**src/rtl/scroll_hv_pos_gen_pkg.sv**
```systemverilog
// Shared constants for the scroll/position front end: CPU register map and bus widths.
package scroll_hv_pos_gen_pkg;

   localparam int unsigned CPU_AW = 2;
   localparam int unsigned CPU_DW = 8;

   localparam logic [CPU_AW-1:0] SCR_XL = 2'd0;
   localparam logic [CPU_AW-1:0] SCR_XH = 2'd1;
   localparam logic [CPU_AW-1:0] SCR_YL = 2'd2;
   localparam logic [CPU_AW-1:0] SCR_YH = 2'd3;

endpackage

```
**src/rtl/scroll_nibble_adder.sv**
```systemverilog
// 4-bit carry-lookahead slice: sum_c/cout_c = a_i + b_i + cin_i, purely combinational.
module scroll_nibble_adder (
   input  logic [3:0] a_i,
   input  logic [3:0] b_i,
   input  logic       cin_i,
   output logic [3:0] sum_c,
   output logic       cout_c
);

   logic [3:0] p;
   logic [3:0] g;
   logic [4:0] c;

   assign p = a_i ^ b_i;
   assign g = a_i & b_i;

   assign c[0] = cin_i;
   assign c[1] = g[0] | (p[0] & c[0]);
   assign c[2] = g[1] | (p[1] & g[0]) | (p[1] & p[0] & c[0]);
   assign c[3] = g[2] | (p[2] & g[1]) | (p[2] & p[1] & g[0]) | (p[2] & p[1] & p[0] & c[0]);
   assign c[4] = g[3] | (p[3] & g[2]) | (p[3] & p[2] & g[1]) | (p[3] & p[2] & p[1] & g[0])
               | (p[3] & p[2] & p[1] & p[0] & c[0]);

   assign sum_c  = p ^ c[3:0];
   assign cout_c = c[4];

endmodule

```
**src/rtl/scroll_hv_pos_gen.sv**
```systemverilog
// Pixel H/V timing with blanking, double-buffered CPU scroll registers and
// registered scrolled coordinates built from rippled 4-bit adder slices.
module scroll_hv_pos_gen
   import scroll_hv_pos_gen_pkg::*;
#(
   parameter int unsigned CW        = 9,
   parameter int unsigned SW        = 9,
   parameter int unsigned H_TOTAL   = 384,
   parameter int unsigned HBL_START = 256,
   parameter int unsigned V_TOTAL   = 264,
   parameter int unsigned VBL_START = 224
) (
   input  logic              Clk,
   input  logic              Reset_n,
   input  logic              ce_pix,
   input  logic              cpu_wr,
   input  logic [CPU_AW-1:0] cpu_addr,
   input  logic [CPU_DW-1:0] cpu_din,
   output logic [CW-1:0]     h_cnt,
   output logic [CW-1:0]     v_cnt,
   output logic              hblank,
   output logic              vblank,
   output logic              frame_ld,
   output logic [SW-1:0]     scr_x,
   output logic [SW-1:0]     scr_y,
   output logic              scr_x_c,
   output logic              scr_y_c
);

   localparam int unsigned NSL = (SW + 3) / 4;
   localparam int unsigned PW  = NSL * 4;

   logic [CW-1:0] h_cnt_q, h_cnt_d, v_cnt_q, v_cnt_d;
   logic [CW-1:0] h_nxt, v_nxt;
   logic          h_last, v_last, xfer;
   logic          hblank_q, hblank_d, vblank_q, vblank_d;
   logic          frame_ld_q, frame_ld_d;
   logic [SW-1:0] shadow_x_q, shadow_x_d, shadow_y_q, shadow_y_d;
   logic [SW-1:0] act_x_q, act_x_d, act_y_q, act_y_d;
   logic [SW-1:0] scr_x_q, scr_x_d, scr_y_q, scr_y_d;
   logic          scr_xc_q, scr_xc_d, scr_yc_q, scr_yc_d;

   logic [PW-1:0] ax_pad, bx_pad, sx_pad;
   logic [PW-1:0] ay_pad, by_pad, sy_pad;
   logic [NSL:0]  cx, cy;
   logic [SW-1:0] sum_x, sum_y;
   logic          carry_x, carry_y;
   logic          unused_ok;

   // Operands zero-padded to whole slices; padding bits of the last slice stay 0.
   assign ax_pad = PW'(h_cnt_q);
   assign bx_pad = PW'(act_x_q);
   assign ay_pad = PW'(v_cnt_q);
   assign by_pad = PW'(act_y_q);
   assign cx[0]  = 1'b0;
   assign cy[0]  = 1'b0;

   genvar gi;
   for (gi = 0; gi < NSL; gi++) begin : g_slice
      scroll_nibble_adder u_add_x (
         .a_i    (ax_pad[4*gi +: 4]),
         .b_i    (bx_pad[4*gi +: 4]),
         .cin_i  (cx[gi]),
         .sum_c  (sx_pad[4*gi +: 4]),
         .cout_c (cx[gi+1])
      );
      scroll_nibble_adder u_add_y (
         .a_i    (ay_pad[4*gi +: 4]),
         .b_i    (by_pad[4*gi +: 4]),
         .cin_i  (cy[gi]),
         .sum_c  (sy_pad[4*gi +: 4]),
         .cout_c (cy[gi+1])
      );
   end

   // With a partial last slice the true carry lands on bit SW of the padded sum.
   if ((SW % 4) != 0) begin : g_carry_bit
      assign carry_x = sx_pad[SW];
      assign carry_y = sy_pad[SW];
   end else begin : g_carry_slice
      assign carry_x = cx[NSL];
      assign carry_y = cy[NSL];
   end

   assign sum_x     = sx_pad[SW-1:0];
   assign sum_y     = sy_pad[SW-1:0];
   assign unused_ok = ^{sx_pad, sy_pad, cx, cy};

   always_comb begin
      h_cnt_d    = h_cnt_q;
      v_cnt_d    = v_cnt_q;
      hblank_d   = hblank_q;
      vblank_d   = vblank_q;
      frame_ld_d = 1'b0;
      shadow_x_d = shadow_x_q;
      shadow_y_d = shadow_y_q;
      act_x_d    = act_x_q;
      act_y_d    = act_y_q;
      scr_x_d    = scr_x_q;
      scr_y_d    = scr_y_q;
      scr_xc_d   = scr_xc_q;
      scr_yc_d   = scr_yc_q;

      h_last = (h_cnt_q == CW'(H_TOTAL - 1));
      v_last = (v_cnt_q == CW'(V_TOTAL - 1));
      h_nxt  = h_last ? '0 : h_cnt_q + CW'(1);
      v_nxt  = v_cnt_q;
      if (h_last) begin
         v_nxt = v_last ? '0 : v_cnt_q + CW'(1);
      end
      xfer = h_last && (v_nxt == CW'(VBL_START));

      if (ce_pix) begin
         h_cnt_d    = h_nxt;
         v_cnt_d    = v_nxt;
         hblank_d   = (h_nxt >= CW'(HBL_START));
         vblank_d   = (v_nxt >= CW'(VBL_START));
         frame_ld_d = xfer;
         scr_x_d    = sum_x;
         scr_y_d    = sum_y;
         scr_xc_d   = carry_x;
         scr_yc_d   = carry_y;
         if (xfer) begin
            act_x_d = shadow_x_q;
            act_y_d = shadow_y_q;
         end
      end

      // Shadow writes are ungated; a transfer in the same Clk already saw the old value.
      if (cpu_wr) begin
         case (cpu_addr)
            SCR_XL:  shadow_x_d[7:0] = cpu_din;
            SCR_XH:  shadow_x_d[8]   = cpu_din[0];
            SCR_YL:  shadow_y_d[7:0] = cpu_din;
            default: shadow_y_d[8]   = cpu_din[0];
         endcase
      end
   end

   always_ff @(posedge Clk) begin
      if (!Reset_n) begin
         h_cnt_q    <= '0;
         v_cnt_q    <= '0;
         hblank_q   <= 1'b0;
         vblank_q   <= 1'b0;
         frame_ld_q <= 1'b0;
         shadow_x_q <= '0;
         shadow_y_q <= '0;
         act_x_q    <= '0;
         act_y_q    <= '0;
         scr_x_q    <= '0;
         scr_y_q    <= '0;
         scr_xc_q   <= 1'b0;
         scr_yc_q   <= 1'b0;
      end else begin
         h_cnt_q    <= h_cnt_d;
         v_cnt_q    <= v_cnt_d;
         hblank_q   <= hblank_d;
         vblank_q   <= vblank_d;
         frame_ld_q <= frame_ld_d;
         shadow_x_q <= shadow_x_d;
         shadow_y_q <= shadow_y_d;
         act_x_q    <= act_x_d;
         act_y_q    <= act_y_d;
         scr_x_q    <= scr_x_d;
         scr_y_q    <= scr_y_d;
         scr_xc_q   <= scr_xc_d;
         scr_yc_q   <= scr_yc_d;
      end
   end

   assign h_cnt    = h_cnt_q;
   assign v_cnt    = v_cnt_q;
   assign hblank   = hblank_q;
   assign vblank   = vblank_q;
   assign frame_ld = frame_ld_q;
   assign scr_x    = scr_x_q;
   assign scr_y    = scr_y_q;
   assign scr_x_c  = scr_xc_q;
   assign scr_y_c  = scr_yc_q;

endmodule

```
**config.mk**
```make
export PLATFORM = sky130hd
export DESIGN_NAME = scroll_hv_pos_gen
export DESIGN_NICKNAME = d
export VERILOG_FILES = /design/src/rtl/scroll_hv_pos_gen_pkg.sv /design/src/rtl/scroll_nibble_adder.sv /design/src/rtl/scroll_hv_pos_gen.sv
export SDC_FILE = /design/constraint.sdc
export NUM_CORES = 1
export LEC_CHECK = 0
export CAP_MARGIN = 20
export CORE_ASPECT_RATIO = 0.7
export CORE_MARGIN = 1
export CORE_UTILIZATION = 55
export DETAILED_ROUTE_END_ITERATION = 8
export PLACE_DENSITY = 0.8
export SKIP_LAST_GASP = 1
export SLEW_MARGIN = 20
export SYNTH_ARGS = -nofsm -noshare
export SYNTH_HDL_FRONTEND = slang
export SYNTH_SLANG_ARGS = --single-unit
```
**constraint.sdc**
```tcl
create_clock -name Clk -period 2.9 [get_ports Clk]
set_input_delay 0.58 -clock Clk [delete_from_list [all_inputs] [get_ports Clk]]
set_output_delay 0.58 -clock Clk [all_outputs]
set_load 0.1 [all_outputs]
```
==> results of run 1 <==
## per-layer routing
layer / wire, um / share of wire
met3: 525 / 0.056
met4: 121 / 0.013
met2: 4330 / 0.47
met5: 0 / 0
met1: 4330 / 0.47
## what timing repair did
action	CTS	global route
setup endpoints to repair	1	0
hold buffers	0	0
gates resized for setup	1	0
## state kept, by name, indices dropped and copies added, names as in the netlist
signal	flops
act_x_q	9
act_y_q	9
h_cnt	9
scr_x	9
scr_y	9
shadow_x_q	9
shadow_y_q	9
v_cnt	9
frame_ld	1
scr_x_c	1
scr_y_c	1
vblank	1
## cells in the final DEF, fill, tap and decap left out, drive strengths merged, types with 11 or more instances in the layout
master and n:
mux2i 30, clkdlybuf4s50 12, nand4 24, a211oi 11
xnor2 12, a21oi 30, nor2 62, dfxtp 76
o31ai 22, nand2 13, buf 54, inv 15
ha 18
## area by class of cell
cell class	instances	area, um2
Tap cell	94	118
Sequential cell	76	1540
Multi-Input combinational cell	302	2180
Inverter	15	56.3
Timing Repair Buffer	66	523
Fill cell	582	2190
Clock buffer	10	128
Clock inverter	6	88.8
## cells by family after synthesis
group           count (synthesis)
compound gates                 85
xor+xnor                       16
fa+ha+maj                      24
buf+inv                        43
flops                          76
mux                            30
simple gates                  147
## worst register-to-register path, stage by stage (launching register included)
cell and delay [ps]:
dfxtp_2 390, ha_1 280, nand4b_1 310, nor4b_1 350, o311ai_0 280, a311o_2 630
o31ai_1 330, a21oi_1 110
## power by group through the flow
stage	registers, W	logic (W)	clock network, W
final	0.00108	0.000216	0.000891
after global routing	0.00108	0.000229	0.000950
after CTS	0.00108	0.000216	0.000906
after detailed placement	0.00110	0.000215	0
after global placement	0.00110	0.000214	0
after floorplan	0.00118	0.0000809	0
## cells in the mapped netlist, types with 2 or more instances
library cell	number	area [um2]
buf_6	4	45.0
o31ai_1	12	90.1
nor4_1	4	25.0
xor2_1	4	35.0
o21ai_0	8	40.0
buf_1	7	26.3
nand3_1	10	50.1
fa_1	6	120
nand4_1	24	150
clkbuf_1	14	52.6
nor2_1	62	233
nand4b_1	2	17.5
mux2i_1	30	300
or2_2	2	12.5
nand2b_1	5	31.3
dfxtp_1	76	1520
inv_1	15	56.3
nor3_1	6	30.0
nand3b_1	6	45.0
nand2_1	12	45.0
buf_4	2	15.0
a31oi_1	2	12.5
a21oi_1	30	150
ha_1	18	225
o31ai_2	9	113
or3_1	2	12.5
xnor2_1	12	105
a21o_1	5	37.5
a211oi_1	11	82.6
## worst paths after layout
kind,from,end,slack (ps),depth (start not counted)
worst min register to register,act_y_q[8]$_SDFFE_PN0P_,act_y_q[8]$_SDFFE_PN0P_,480,2
worst max-delay path,h_cnt[1]$_SDFFE_PN0P_,act_y_q[1]$_SDFFE_PN0P_,120,7
worst max register to register,h_cnt[1]$_SDFFE_PN0P_,act_y_q[1]$_SDFFE_PN0P_,120,7
worst min-delay path,act_y_q[8]$_SDFFE_PN0P_,act_y_q[8]$_SDFFE_PN0P_,480,2
## stage by stage
step,setup WS [ps],total power [W]
6_report,118,0.00218
5_1_grt,8.60,0.00226
4_1_cts,126,0.00220
3_5_place_dp,-7.91,0.00132
3_3_place_gp,184,0.00131
2_1_floorplan,64.6,0.00126
==> flow_metrics.env, run 1 <==
export IMPL_syn_area_per_cell_um2=9.28
export IMPL_fin_tns_setup_ps=0
export IMPL_p_sw_w=0.000574
export IMPL_placed_area_um2=4400
export IMPL_syn_num_nets=459
export IMPL_pwr_share_seq=0.493
export IMPL_clock_fmax_ghz=0.359
export IMPL_place_inst=553
export IMPL_ys_seq_elements=76
export IMPL_antenna_found_initial=0
export IMPL_firstDrtPassIters=6
export IMPL_grt_max_degree=46
export IMPL_place_gp_congestion=0.983
export IMPL_grt_pass1_wl_um=15000
export IMPL_tightest_slew_ps=838
export IMPL_critPathLaunchType="flop"
export IMPL_synthMuxAreaShare=0.0769
export IMPL_avgRoutedWirePerCell_um=16.4
export IMPL_grt_pass1_vias=3007
export IMPL_nets=508
export IMPL_drv_cap=0
export IMPL_antennaDiodeCount=0
export IMPL_min_path_type="reg2reg"
export IMPL_path_buf_inv=0
export IMPL_num_vias=3327
export IMPL_ys_types=50
export IMPL_cp_arrival_ps=3010
export IMPL_portBuffers=54
export IMPL_die_w_um=103
export IMPL_p_clk_frac=0.408
export IMPL_cts_sinks=76
export IMPL_routed_wirelength_um=9310
export IMPL_ys_warn_count=0
export IMPL_rsz0062_at_grt="false"
export IMPL_met3_usage=0.0568
export IMPL_cp_end_kind="flop"
export IMPL_internal_power_w=0.00161
export IMPL_grt_use_met1=0.366
export IMPL_postLayoutCoreUtil=0.679
export IMPL_setup_viol_count_final=0
export IMPL_whs_ps=476
export IMPL_die_area_um2=7450
export IMPL_netlist_area_um2=3900
export IMPL_slowest_delay_ps=620
export IMPL_finalInstanceArea_um2=4630
export IMPL_clock_path_buffers=2
export IMPL_peakVddDrop_mv=0.271
export IMPL_status="completed"
export IMPL_critical_path_class="reg2reg"
export IMPL_cp_slowest_cell="a311o_2"
export IMPL_synth_xor_area_frac=0.0359
export IMPL_cp_top_family="compound AO/OA/AOI/OAI gates"
export IMPL_gr_usage_met2=0.417
export IMPL_yosysSeqAreaShare=0.390
export IMPL_async_flop_share=0
export IMPL_path_cells="ha_1 -> nand4b_1 -> nor4b_1 -> o311ai_0 -> a311o_2 -> o31ai_1 -> a21oi_1"
export IMPL_combPwrFrac=0.099
export IMPL_insertion_delay_ps=360
export IMPL_slew_headroom=0.434
export IMPL_fin_worst_skew_ps=9.60
export IMPL_critPathMaxFanout=19
export IMPL_synth_top_family_by_area="simple AND/OR/NAND/NOR gates"
export IMPL_clk_pin_slew_ps=80
export IMPL_synth_compound_area_frac=0.157
export IMPL_synth_edf_count=0
export IMPL_synth_adder_area_share=0.0884
export IMPL_hpwl_um=6670
export IMPL_cts_tree="yes"
export IMPL_layout_min_cycle_time_ps=2780
export IMPL_die_h_um=72.5
export IMPL_layoutNonFillerInstCount=569
export IMPL_core_area_um2=6820
export IMPL_h_tree_depth=3
export IMPL_synthSimpleGateAreaFrac=0.197
export IMPL_syn2layout_area_growth_pct=18.5
export IMPL_maxSlewViolCount=0
export IMPL_ant_nets=0
export IMPL_drive_gt1_frac=0.219
export IMPL_first_iter_violations=206
export IMPL_overflow=0
export IMPL_cts_root_buf="clkbuf_8"
export IMPL_drc=0
export IMPL_period_share=0.959
export IMPL_cts_buffers=9
export IMPL_floorplan_initialDensity=0.573
export IMPL_cts_setup_buffers=0
export IMPL_ioPinCount=55
export IMPL_track_usage=0.266
export IMPL_final_hold_viol_count=0
export IMPL_ys_flop_type="dfxtp_1"
export IMPL_netSwitchingFraction=0.263
export IMPL_netlist_instances=421
export IMPL_viasPerCell=5.85
export IMPL_p_per_area_nw_per_um2=472
export IMPL_rows=25
export IMPL_leakage_nw=1.87
export IMPL_required_ps=3130
export IMPL_grt_busiest_layer="met2"
(Power assumes the default switching activity.)
==> run 2: changes to the inputs <==
- REMOVE_ABC_BUFFERS: unset -> 1
==> run 2 against run 1 <==
Global-route usage barely moved. Clock-buffer cell count did not move. Maximum frequency up 4.7%. Critical path depth rose by 2. Non-clock buffer count increased by 3. Clock power decreased by 2%. Worst setup slack improved by 120 ps. First-iteration DRC count decreased by 19%. Routed wire length up 2.9%. Sequential power barely moved. Register-to-register slack gained 120 ps.
==> flow_metrics.env, run 2 (same netlist as run 1, synthesis figures left out) <==
export IMPL_status="completed"
export IMPL_fin_tns_setup_ps=0
export IMPL_slowest_delay_ps=530
export IMPL_layout_setup_ws_ps=242
export IMPL_cp_arrival_ps=2920
export IMPL_fin_worst_skew_ps=13.6
export IMPL_grt_pass1_vias=3057
export IMPL_antenna_found_initial=0
export IMPL_ant_nets=0
export IMPL_grt_pass1_wl_um=15000
export IMPL_period_share=0.917
export IMPL_first_iter_violations=167
export IMPL_cts_root_buf="clkbuf_8"
export IMPL_h_tree_depth=3
export IMPL_clock_fmax_ghz=0.376
export IMPL_antennaDiodeCount=0
export IMPL_core_area_um2=6820
export IMPL_critPathMaxFanout=7
export IMPL_nets=511
export IMPL_viasPerCell=5.91
export IMPL_drv_cap=0
export IMPL_cp_slowest_cell="dfxtp_1"
export IMPL_num_vias=3370
export IMPL_overflow=0
export IMPL_rsz0062_at_grt="false"
export IMPL_hpwl_um=6750
export IMPL_tightest_slew_ps=810
export IMPL_clk_pin_slew_ps=80
export IMPL_path_buf_inv=0
export IMPL_min_path_type="reg2reg"
export IMPL_ioPinCount=55
export IMPL_cts_setup_buffers=0
export IMPL_slew_headroom=0.460
export IMPL_die_area_um2=7450
export IMPL_syn2layout_area_growth_pct=18.5
export IMPL_rows=25
export IMPL_leakage_nw=1.87
export IMPL_cp_end_kind="flop"
export IMPL_maxSlewViolCount=0
export IMPL_drive_gt1_frac=0.191
export IMPL_cts_sinks=76
export IMPL_cts_tree="yes"
export IMPL_track_usage=0.266
export IMPL_cp_top_family="compound AO/OA/AOI/OAI gates"
export IMPL_layout_min_cycle_time_ps=2660
export IMPL_dpl_worst_slack_ps=318
export IMPL_die_h_um=72.5
export IMPL_floorplan_initialDensity=0.573
export IMPL_layout_common_cells="dfxtp_1 (76), nor2_1 (62), buf_4 (55)"
export IMPL_clock_path_buffers=2
export IMPL_setup_viol_count_final=0
export IMPL_die_w_um=103
export IMPL_routed_wirelength_um=9590
export IMPL_cts_resized=0
export IMPL_final_hold_viol_count=0
export IMPL_cts_buffers=9
export IMPL_holdBufCountCts=0
export IMPL_grt_max_degree=55
export IMPL_insertion_delay_ps=350
export IMPL_final_common_cell="dfxtp_1"
export IMPL_peakVddDrop_mv=0.351
export IMPL_path_cells="ha_1 -> a21o_1 -> a21oi_1 -> nand2b_1 -> a211oi_1 -> a21o_1 -> a21oi_1 -> fa_1 -> a211oi_1"
export IMPL_required_ps=3160
export IMPL_avgRoutedWirePerCell_um=16.8
export IMPL_p_per_area_nw_per_um2=469
export IMPL_place_gp_congestion=0.947
export IMPL_firstDrtPassIters=5
export IMPL_drc=0
export IMPL_critPathLaunchType="flop"
export IMPL_critical_path_class="reg2reg"
export IMPL_portBuffers=54
run 2: cell types whose count changed in the layout (fill, tap and decap cells not counted):
cell,change
dfxtp_1,+13
dfxtp_2,-13
buf_4,+2
a311o_1,+1
a311o_2,-1
buf_12,+1
clkinv_2,-1
clkinvlp_4,-1
nor3b_2,+1
nor3b_4,-1
run 2: final timing paths:
path,depth (start not counted),end,startpoint,slack [ps]
setup reg to reg,9,scr_y[8]$_SDFFE_PN0P_,v_cnt[0]$_SDFFE_PN0P_,240
hold reg to reg,2,act_y_q[7]$_SDFFE_PN0P_,shadow_y_q[7]$_SDFFE_PN0P_,480
setup / recovery,9,scr_y[8]$_SDFFE_PN0P_,v_cnt[0]$_SDFFE_PN0P_,240
hold / removal,2,act_y_q[7]$_SDFFE_PN0P_,shadow_y_q[7]$_SDFFE_PN0P_,480
run 2: final cells by class:
class,count,area [um2]
fillers,566,2190
multi-input cells,302,2170
flip-flops and latches,76,1520
repair buffers,69,558
clock buffers,10,128
well taps,94,118
clock inverters,4,76.3
inverters,15,56.3
run 2: report_power, final:
part / switching [W] / internal [W] / total [W]
clock: 0.000395 / 0.000477 / 0.000872
sequential: 0.0000128 / 0.00106 / 0.00107
combinational: 0.000158 / 0.0000654 / 0.000224
total: 0.000566 / 0.00160 / 0.00217
run 2: per-layer routing:
metal	global-route usage	share of wire	vias up	wire, um
met3	0.0645	0.069	4	663
met4	0.0429	0.0048	0	46
met2	0.416	0.45	133	4330
met5	0	0	-	0
li1	-	-	1622	-
met1	0.377	0.47	1611	4540
run 2: per-stage QoR:
step	power [W]	hold slack (ps)	std cells	util	area (um2)
floorplan	0.00124	445	393	-	3750
global route	0.00224	495	570	0.678	4630
finish	0.00217	477	570	0.678	4630
CTS	0.00217	480	570	0.678	4630
detailed placement	0.00132	463	556	0.648	4420
global placement	0.00132	459	556	0.648	4420
run 2: tightest hold or removal path, delay by kind of cell (launching register included):
kind / cells / cell delay, ps
AO/OA/AOI/OAI: 1 / 60
AND/OR/NAND/NOR: 1 / 60
flip-flops: 1 / 320
==> run 3: changes to the inputs <==
- CORE_ASPECT_RATIO: 0.7 -> 0.9
==> run 3 against run 2 <==
Clock skew down 5.2 ps. Design area down 0.70%. Combinational power down 2%.
==> flow_metrics.env, run 3 (same netlist as run 1, synthesis figures left out) <==
export IMPL_status="completed"
export IMPL_p_sw_w=0.000573
export IMPL_pwr_share_seq=0.513
export IMPL_die_area_um2=7440
export IMPL_fin_tns_setup_ps=0
export IMPL_required_ps=3130
export IMPL_holdBufCountCts=0
export IMPL_final_common_cell="dfxtp_1"
export IMPL_overflow=0
export IMPL_clk_pin_slew_ps=80
export IMPL_drv_cap=0
export IMPL_viasPerCell=5.90
export IMPL_tightest_slew_ps=851
export IMPL_period_share=0.914
export IMPL_portBuffers=54
export IMPL_dpl_worst_slack_ps=302
export IMPL_insertion_delay_ps=360
export IMPL_floorplan_initialDensity=0.581
export IMPL_setup_viol_count_final=0
export IMPL_firstDrtPassIters=5
export IMPL_grt_max_degree=46
export IMPL_final_hold_viol_count=0
export IMPL_cts_root_buf="clkbuf_8"
export IMPL_reg2reg_slack_ps=250
export IMPL_syn2layout_area_growth_pct=17.6
export IMPL_cts_buffers=9
export IMPL_fillCellCount=545
export IMPL_die_w_um=90.8
export IMPL_place_inst=550
export IMPL_cp_end_kind="flop"
export IMPL_routed_wirelength_um=8990
export IMPL_layoutNonFillerInstCount=566
export IMPL_fin_worst_skew_ps=8.44
export IMPL_netSwitchingFraction=0.273
export IMPL_min_path_type="reg2reg"
export IMPL_avgRoutedWirePerCell_um=15.9
export IMPL_nets=509
export IMPL_total_power_w=0.00210
export IMPL_core_area_um2=6730
export IMPL_critPathMaxFanout=11
export IMPL_layout_min_cycle_time_ps=2650
export IMPL_maxSlewViolCount=0
export IMPL_leakage_nw=1.85
export IMPL_cts_sinks=76
export IMPL_first_iter_violations=252
export IMPL_cp_arrival_ps=2890
export IMPL_drc=0
export IMPL_p_clk_frac=0.382
export IMPL_drive_gt1_frac=0.191
export IMPL_critical_path_class="reg2reg"
export IMPL_layout_setup_ws_ps=249
export IMPL_combPwrFrac=0.104
export IMPL_p_per_area_nw_per_um2=457
export IMPL_cts_tree="yes"
export IMPL_grt_pass1_vias=3157
export IMPL_grt_pass1_wl_um=15000
export IMPL_num_vias=3340
export IMPL_postLayoutCoreUtil=0.683
export IMPL_rows=28
export IMPL_clock_path_buffers=2
export IMPL_rsz0062_at_grt="false"
export IMPL_hpwl_um=6380
export IMPL_ant_nets=0
export IMPL_peakVddDrop_mv=0.346
export IMPL_die_h_um=81.9
export IMPL_cts_setup_buffers=0
export IMPL_antenna_found_initial=0
export IMPL_ioPinCount=55
export IMPL_clock_fmax_ghz=0.377
export IMPL_antennaDiodeCount=0
export IMPL_slew_headroom=0.433
export IMPL_internal_power_w=0.00152
export IMPL_place_gp_congestion=0.939
export IMPL_h_tree_depth=3
export IMPL_critPathLaunchType="flop"
export IMPL_layout_common_cells="dfxtp_1 (76), nor2_1 (62), buf_4 (53)"
export IMPL_track_usage=0.256
export IMPL_cts_resized=0
==> run 3: cell types whose count changed in the layout (fill, tap and decap cells not counted), sizes merged <==
| cell | before | now |
|---|---|---|
| clkinv | 1 | 2 |
| inv | 15 | 16 |
| clkinvlp | 1 | 2 |
| bufinv | 2 | 1 |
| buf | 57 | 55 |
==> run 3: power groups by stage <==
stage / Clock, W / Sequential, W / Combinational, W
floorplan: 0 / 0.00118 / 0.0000641
global placement: 0 / 0.00110 / 0.000217
detailed placement: 0 / 0.00110 / 0.000218
CTS: 0.000811 / 0.00108 / 0.000219
global route: 0.000861 / 0.00108 / 0.000232
finish: 0.000802 / 0.00108 / 0.000219
==> run 3: final cells by class <==
| cell class | instances | area, um2 | share of cell area |
|---|---|---|---|
| multi-input cells | 302 | 2170 | 0.472 |
| flip-flops and latches | 76 | 1520 | 0.331 |
| repair buffers | 67 | 543 | 0.118 |
| clock buffers | 10 | 128 | 0.0278 |
| well taps | 90 | 113 | 0.0245 |
| clock inverters | 6 | 63.8 | 0.0139 |
| inverters | 15 | 56.3 | 0.0123 |
==> run 3: worst paths after layout <==
kind	start	end	depth (start not counted)
setup reg to reg	h_cnt[0]$_SDFFE_PN0P_	act_x_q[5]$_SDFFE_PN0P_	8
hold / removal	shadow_x_q[7]$_SDFFE_PN0P_	act_x_q[7]$_SDFFE_PN0P_	2
hold reg to reg	shadow_x_q[7]$_SDFFE_PN0P_	act_x_q[7]$_SDFFE_PN0P_	2
setup / recovery	h_cnt[0]$_SDFFE_PN0P_	act_x_q[5]$_SDFFE_PN0P_	8
==> run 3: critical path, cell delays in order, from the launching register on <==
cell	delay, ps
dfxtp_1	440
ha_1	270
and4b_4	290
nand2_4	70
or4_4	550
a311o_1	370
buf_4	220
o31ai_2	220
a21oi_1	90
==> run 3: layer usage <==
layer,up-vias,routed length (um),GRT usage
li1,1629,-,-
met1,1573,4170,0.325
met2,122,4150,0.443
met3,16,539,0.0602
met4,0,132,0.0651
met5,-,0,0
==> run 3: per-stage QoR <==
step	hold slack, ps	instance area (um2)
after floorplan	445	3750
after global placement	459	4400
after detailed placement	465	4400
after CTS	477	4590
after global routing	492	4590
final	477	4590
